**src/rtl/x_stage_mc_pkg.sv**
```systemverilog
// Shared types for the multi-cycle execute stage: opcodes, FSM states, divide-by-zero quotient.
package x_stage_mc_pkg;

  typedef enum logic [3:0] {
    OP_ADD   = 4'd0,
    OP_SUB   = 4'd1,
    OP_AND   = 4'd2,
    OP_OR    = 4'd3,
    OP_XOR   = 4'd4,
    OP_SLT   = 4'd5,
    OP_SLTU  = 4'd6,
    OP_SLL   = 4'd7,
    OP_SRL   = 4'd8,
    OP_SRA   = 4'd9,
    OP_MULT  = 4'd10,
    OP_MULTU = 4'd11,
    OP_DIV   = 4'd12,
    OP_DIVU  = 4'd13,
    OP_MFHI  = 4'd14,
    OP_MFLO  = 4'd15
  } exec_op_t;

  typedef enum logic [1:0] {
    IDLE = 2'd0,
    MUL  = 2'd1,
    DIV  = 2'd2
  } x_state_t;

  localparam int unsigned X_MAX_W = 128;
  localparam logic [X_MAX_W-1:0] X_DIV0_Q = '1;

  function automatic logic is_multi_cycle(exec_op_t op);
    return (op == OP_MULT) || (op == OP_MULTU) || (op == OP_DIV) || (op == OP_DIVU);
  endfunction

endpackage

```
**src/rtl/x_muldiv_iter.sv**
```systemverilog
// Iterative shift-add multiplier / restoring divider owning HI/LO; one bit per cycle.
module x_muldiv_iter
  import x_stage_mc_pkg::*;
#(
  parameter int unsigned WIDTH = 32
) (
  input  logic             clk,
  input  logic             reset,
  input  logic             start,
  input  logic             is_div,
  input  logic             is_signed,
  input  logic [WIDTH-1:0] a,
  input  logic [WIDTH-1:0] b,
  output logic             done_c,
  output logic             busy,
  output logic [WIDTH-1:0] hi,
  output logic [WIDTH-1:0] lo
);

  localparam int unsigned CNT_W = $clog2(WIDTH) + 1;

  logic [CNT_W-1:0]   cnt;
  logic               div_q, neg_q, rem_neg_q, div0_q;
  logic [WIDTH-1:0]   m, acc_hi, acc_lo;
  logic               sa, sb;
  logic [WIDTH-1:0]   mag_a, mag_b;
  logic [WIDTH:0]     mul_sum, trial;
  logic [2*WIDTH-1:0] mul_next, prod;
  logic [WIDTH-1:0]   div_hi_n, div_lo_n, quo, rem;

  // Operate on magnitudes; signs are reapplied on the final step.
  always_comb begin
    sa    = is_signed & a[WIDTH-1];
    sb    = is_signed & b[WIDTH-1];
    mag_a = sa ? -a : a;
    mag_b = sb ? -b : b;
  end

  // One iteration of both algorithms; m is the multiplicand or the divisor.
  always_comb begin
    mul_sum  = {1'b0, acc_hi} + (acc_lo[0] ? {1'b0, m} : '0);
    mul_next = {mul_sum, acc_lo[WIDTH-1:1]};
    prod     = neg_q ? -mul_next : mul_next;
    trial    = {acc_hi, acc_lo[WIDTH-1]} - {1'b0, m};
    div_hi_n = trial[WIDTH] ? {acc_hi[WIDTH-2:0], acc_lo[WIDTH-1]} : trial[WIDTH-1:0];
    div_lo_n = {acc_lo[WIDTH-2:0], ~trial[WIDTH]};
    quo      = div0_q ? X_DIV0_Q[WIDTH-1:0] : (neg_q ? -div_lo_n : div_lo_n);
    rem      = rem_neg_q ? -div_hi_n : div_hi_n;
  end

  assign done_c = busy && (cnt == CNT_W'(WIDTH - 1));

  always_ff @(posedge clk) begin
    if (reset) begin
      busy      <= 1'b0;
      cnt       <= '0;
      div_q     <= 1'b0;
      neg_q     <= 1'b0;
      rem_neg_q <= 1'b0;
      div0_q    <= 1'b0;
      m         <= '0;
      acc_hi    <= '0;
      acc_lo    <= '0;
      hi        <= '0;
      lo        <= '0;
    end else if (start) begin
      busy      <= 1'b1;
      cnt       <= '0;
      div_q     <= is_div;
      neg_q     <= sa ^ sb;
      rem_neg_q <= sa;
      div0_q    <= is_div && (b == '0);
      m         <= is_div ? mag_b : mag_a;
      acc_hi    <= '0;
      acc_lo    <= is_div ? mag_a : mag_b;
    end else if (busy) begin
      cnt <= cnt + CNT_W'(1);
      if (div_q) begin
        acc_hi <= div_hi_n;
        acc_lo <= div_lo_n;
      end else begin
        {acc_hi, acc_lo} <= mul_next;
      end
      if (done_c) begin
        busy <= 1'b0;
        if (div_q) begin
          hi <= rem;
          lo <= quo;
        end else begin
          {hi, lo} <= prod;
        end
      end
    end
  end

endmodule

```
**src/rtl/x_stage_mc.sv**
```systemverilog
// Registered execute stage with valid/ready handshakes and an iterative mul/div unit.
// Optional operand forwarding ports are enabled by defining X_FWD_BYPASS_EN.
module x_stage_mc
  import x_stage_mc_pkg::*;
#(
  parameter int unsigned WIDTH = 32
) (
  input  logic             clk,
  input  logic             reset,
  input  logic             in_valid,
  output logic             in_ready,
  input  logic [3:0]       in_op,
  input  logic             in_alu_src,
  input  logic [WIDTH-1:0] in_rs,
  input  logic [WIDTH-1:0] in_rt,
  input  logic [WIDTH-1:0] in_imm,
  input  logic [WIDTH-1:0] in_pc,
  input  logic [4:0]       in_rd_addr,
`ifdef X_FWD_BYPASS_EN
  input  logic             fwd_a_en,
  input  logic             fwd_b_en,
  input  logic [WIDTH-1:0] fwd_data,
`endif
  output logic             out_valid,
  input  logic             out_ready,
  output logic [WIDTH-1:0] out_result,
  output logic             out_zero,
  output logic [WIDTH-1:0] out_pc_branch,
  output logic [WIDTH-1:0] out_rt,
  output logic [4:0]       out_dst_addr,
  output logic             busy
);

  localparam int unsigned SH_W = $clog2(WIDTH);

  x_state_t         state, state_n;
  exec_op_t         op;
  logic [WIDTH-1:0] op_a, rt_eff, op_b, alu_res, md_hi, md_lo;
  logic [SH_W-1:0]  shamt;
  logic             accept, multi, op_div, op_signed, md_start_c, md_done_c;

  assign op = exec_op_t'(in_op);

`ifdef X_FWD_BYPASS_EN
  assign op_a   = fwd_a_en ? fwd_data : in_rs;
  assign rt_eff = fwd_b_en ? fwd_data : in_rt;
`else
  assign op_a   = in_rs;
  assign rt_eff = in_rt;
`endif

  assign op_b      = in_alu_src ? in_imm : rt_eff;
  assign shamt     = op_b[SH_W-1:0];
  assign multi     = is_multi_cycle(op);
  assign op_div    = (op == OP_DIV) || (op == OP_DIVU);
  assign op_signed = (op == OP_MULT) || (op == OP_DIV);
  assign in_ready  = !reset && (state == IDLE) && (!out_valid || out_ready);
  assign accept    = in_valid && in_ready;

  always_comb begin
    alu_res = '0;
    case (op)
      OP_ADD:  alu_res = op_a + op_b;
      OP_SUB:  alu_res = op_a - op_b;
      OP_AND:  alu_res = op_a & op_b;
      OP_OR:   alu_res = op_a | op_b;
      OP_XOR:  alu_res = op_a ^ op_b;
      OP_SLT:  alu_res = WIDTH'($signed(op_a) < $signed(op_b));
      OP_SLTU: alu_res = WIDTH'(op_a < op_b);
      OP_SLL:  alu_res = op_a << shamt;
      OP_SRL:  alu_res = op_a >> shamt;
      OP_SRA:  alu_res = WIDTH'($signed(op_a) >>> shamt);
      OP_MFHI: alu_res = md_hi;
      OP_MFLO: alu_res = md_lo;
      default: alu_res = '0;
    endcase
  end

  always_ff @(posedge clk) begin
    if (reset) state <= IDLE;
    else       state <= state_n;
  end

  always_comb begin
    state_n    = state;
    md_start_c = 1'b0;
    case (state)
      IDLE: begin
        if (accept && multi) begin
          md_start_c = 1'b1;
          state_n    = op_div ? DIV : MUL;
        end
      end
      MUL, DIV: begin
        if (md_done_c) state_n = IDLE;
      end
      default: state_n = IDLE;
    endcase
  end

  x_muldiv_iter #(.WIDTH(WIDTH)) u_muldiv (
    .clk       (clk),
    .reset     (reset),
    .start     (md_start_c),
    .is_div    (op_div),
    .is_signed (op_signed),
    .a         (op_a),
    .b         (op_b),
    .done_c    (md_done_c),
    .busy      (busy),
    .hi        (md_hi),
    .lo        (md_lo)
  );

  // Sideband fields load at accept; a mul/div only raises out_valid when it completes.
  always_ff @(posedge clk) begin
    if (reset) begin
      out_valid     <= 1'b0;
      out_result    <= '0;
      out_pc_branch <= '0;
      out_rt        <= '0;
      out_dst_addr  <= '0;
    end else if (accept) begin
      out_valid     <= !multi;
      out_result    <= alu_res;
      out_pc_branch <= in_pc + in_imm + WIDTH'(1);
      out_rt        <= rt_eff;
      out_dst_addr  <= in_rd_addr;
    end else if (md_done_c) begin
      out_valid <= 1'b1;
    end else if (out_ready) begin
      out_valid <= 1'b0;
    end
  end

  assign out_zero = (out_result == '0);

endmodule

```
**config.mk**
```make
export PLATFORM = sky130hd
export DESIGN_NAME = x_stage_mc
export DESIGN_NICKNAME = d
export VERILOG_FILES = /design/src/rtl/x_stage_mc_pkg.sv /design/src/rtl/x_muldiv_iter.sv /design/src/rtl/x_stage_mc.sv
export SDC_FILE = /design/constraint.sdc
export NUM_CORES = 2
export LEC_CHECK = 0
export BUFFER_PORTS_ARGS = -buffer_cell sky130_fd_sc_hd__buf_2
export CAP_MARGIN = 30
export CORE_MARGIN = 2
export CORE_UTILIZATION = 48
export DETAILED_ROUTE_END_ITERATION = 10
export PLACE_DENSITY = 0.69
export SYNTH_ARGS = -nofsm -noshare
export SYNTH_HDL_FRONTEND = slang
export SYNTH_SLANG_ARGS = --single-unit
```
**constraint.sdc**
```tcl
create_clock -name clk -period 5 [get_ports clk]
set_input_delay 0.25 -clock clk [delete_from_list [all_inputs] [get_ports clk]]
set_output_delay 0.25 -clock clk [all_outputs]
set_load 0.005 [all_outputs]
```
==> impl_metrics.json <==
{
  "stdcell_count": 5329,
  "ys.flop_type": "dfxtp_1",
  "finalHoldViolCount": 0,
  "port_buffers": 246,
  "cp-start-kind": "register",
  "end_kind": "register",
  "fin_setup_tns_ns": 0,
  "root_buffer": "clkbuf_16",
  "drt-vias-per-instance": 6.436,
  "cpLargestDelayFamily": "compound AO/OA/AOI/OAI gates",
  "final_antenna_net_count": 0,
  "cp_common_cell": "buf_4",
  "drive_gt1_share_pct": 13.34,
  "cp.depth": 19,
  "async_reset_ff_share_pct": 0,
  "syn-cell-area_sq_um": 30080,
  "drc": 0,
  "num_vias": 34300,
  "hpwl_microns": 102200,
  "synth_edf_count": 0,
  "synthTopCellsByCount": "nor2_1, nand2_1, o21ai_0, a21oi_1, dfxtp_1",
  "syn_inst": 4281,
  "nFillCells": 6183,
  "die_h_microns": 254.3,
  "hold_path_class": "primary input to register",
  "rsz0062_at_grt": "false",
  "cts_buffer_depth": 3,
  "max_freq_mhz": 206.3,
  "crit_type": "register to register",
  "wl_per_cell_microns": 24.77,
  "cp_slowest_cell": "fa_1",
  "worstPathMaxFanout": 25,
  "antenna_found_initial": 7,
  "dpl.cell_count": 5216,
  "final_max_slew_viol_count": 0,
  "powerDensity_nw_per_um2": 265.3,
  "first_iter_violations": 4200,
  "fin_hold_ws_ns": 0.05362,
  "seq_area_frac_synth_pct": 18.31,
  "whs_path_depth": 4,
  "status": "complete, no violations",
  "worstPathBufferInverterCount": 5,
  "drt_first_pass_iters": 6,
  "design.portCount": 247,
  "max_stage_delay_ns": 0.43,
  "setup_viol": 0,
  "syn_nets": 4627,
  "cap_violations": 0,
  "max_slew_margin_pct": 34.12,
  "clock-sinks": 275,
  "p_leak_nw": 14.16,
  "arrival_ns": 5.37,
  "ys_seq_elements": 275,
  "synth_top_area_share_pct": 18.31,
  "worstMarginPinSlew_ns": 0.9872,
  "yosysMostFrequentCell": "nor2_1",
  "track_usage_pct": 39.37,
  "period_share_pct": 96.97,
  "fin_skew_ns": 0.02059,
  "cts-buffers-inserted": 36,
  "crit_chain": "inv_1 > ha_1 > fa_1 > nor2b_2 > o31a_1 > o2111a_2 > o2111a_1 > nor3b_2 > nor3_4 > inv_2 > buf_4 > buf_4 > o41ai_1 > buf_4 > and2_0 > o2111ai_1 > and3_1 > nor3_1 > o221a_2",
  "clk_pin_slew_ns": 0.06,
  "final_nets": 4808,
  "grt_pass1_vias": 30850,
  "synth_warnings": 0,
  "fp.dieArea_sq_um": 64670,
  "wirelength_microns": 132000,
  "placementRows": 91,
  "fin_crit_ns": 4.848,
  "vdd_ir_drop_max_uv": 283.2,
  "required_ns": 5.53,
  "yosys.area.top_type": "dfxtp_1",
  "setup_ws_ns": 0.1517,
  "grt_pass1_wl_microns": 194800,
  "htree_levels": 2,
  "worstRegToRegCells": 19,
  "cts_tree": "built",
  "dieWidth_microns": 254.3,
  "syn_area_per_cell_sq_um": 7.025,
  "syn2layout_area_growth_pct": 13.63,
  "worstSkewPairLatency_ns": 0.58,
  "gp_congestion": 1.043,
  "overflow": 0,
  "grt_max_degree": 171,
  "dp_slack_ns": 0.02775,
  "start_util_pct": 48.65,
  "synth_cell_types": 109,
  "synth_area_leaders": "dfxtp_1, ha_1, mux2i_1, o21ai_0, nor2_1",
  "core_sq_um": 61830
}
==> timing repair <==
action | CTS | global route
endpoints found under the hold margin | 38 | 0
endpoints found under the setup margin | 2 | 6
pin swaps | 0 | 6
resized for setup | 1 | 16
hold buffers | 38 | 0
buffers inserted | 0 | 7
==> sequential cells by signal (all words and copies together) (netlist names), 6 cells and up <==
register and flops:
u_muldiv.cnt 6, u_muldiv.acc_lo 32, u_muldiv.hi 32, out_rt 32, u_muldiv.acc_hi 32, u_muldiv.m 32, out_result 32, u_muldiv.lo 32
out_pc_branch 32
==> final cells by class <==
class | count | area (sq um) | area share [%]
Tap cell | 837 | 1047 | 3.064
Clock inverter | 22 | 280.3 | 0.8201
Inverter | 189 | 710.7 | 2.080
Timing Repair Buffer | 450 | 2885 | 8.443
Clock buffer | 44 | 980.9 | 2.870
Sequential cell | 275 | 5514 | 16.14
Antenna cell | 2 | 5.005 | 0.01465
Multi-Input combinational cell | 3510 | 22750 | 66.57
==> report_power, final <==
part | internal (W) | total [W] | switching, W
Sequential | 0.00231 | 0.00242 | 0.000118
Clock | 0.00167 | 0.00283 | 0.00116
Combinational | 0.00136 | 0.00381 | 0.00246
==> worst reg2reg max path, cell delays in order (launching register included) <==
cell	delay, ns
dfxtp_1	0.35
inv_1	0.09
ha_1	0.24
fa_1	0.43
nor2b_2	0.15
o31a_1	0.23
o2111a_2	0.29
o2111a_1	0.24
nor3b_2	0.09
nor3_4	0.35
inv_2	0.14
buf_4	0.16
buf_4	0.24
o41ai_1	0.44
buf_4	0.19
and2_0	0.32
o2111ai_1	0.19
and3_1	0.22
nor3_1	0.23
o221a_2	0.23
==> layout by cell type, fill, tap and decap left out, drive strengths merged, types with 40 or more instances in the layout <==
cell type and count:
xor2 69, o31ai 40, mux2i 197, xnor2 186
nor2 466, o211ai 76, a21o 55, a211oi 127
nand2 460, clkbuf 44, a31oi 57, dfxtp 275
o21ai 393, nand3 148, buf 412, a21oi 348
inv 189, ha 199, nor3 108
==> cell families after synthesis <==
family	count (synthesis)	share of synthesized area [%]
mux	213	7.193
buf+inv	496	6.844
compound gates	1394	29.81
fa+ha+maj	204	8.612
flops	275	18.31
xor+xnor	255	7.451
simple gates	1444	21.79
==> worst paths after layout <==
kind,slack (ns),end,from
min reg2reg,0.45,u_muldiv.m[13],u_muldiv.m[13]
min,0.05,out_pc_branch[0],in_pc[0]
max reg2reg,0.15,u_muldiv.hi[25],u_muldiv.acc_lo[31]
max,0.15,u_muldiv.hi[25],u_muldiv.acc_lo[31]
==> layer usage <==
metal,share of wire (%),GRT usage [%],wire (microns),vias to the layer above
li1,-,-,-,15880
met1,42,53.58,55260,16150
met2,43,60.11,56750,1914
met3,10,7.593,13280,348
met4,5.0,17.68,6662,10
met5,0.048,0,64,-
==> through the flow <==
| step | total power (W) | cell area, sq um | utilization (%) |
|---|---|---|---|
| 3_5_place_dp | 0.006033 | 32370 | 52.36 |
| 4_1_cts | 0.008889 | 34020 | 55.02 |
| 3_3_place_gp | 0.006041 | 32370 | 52.36 |
| 6_report | 0.009067 | 34170 | 55.27 |
| 2_1_floorplan | 0.004806 | 30080 | - |
| 5_1_grt | 0.009428 | 34170 | 55.27 |
Power figures use the tool's default switching activity.
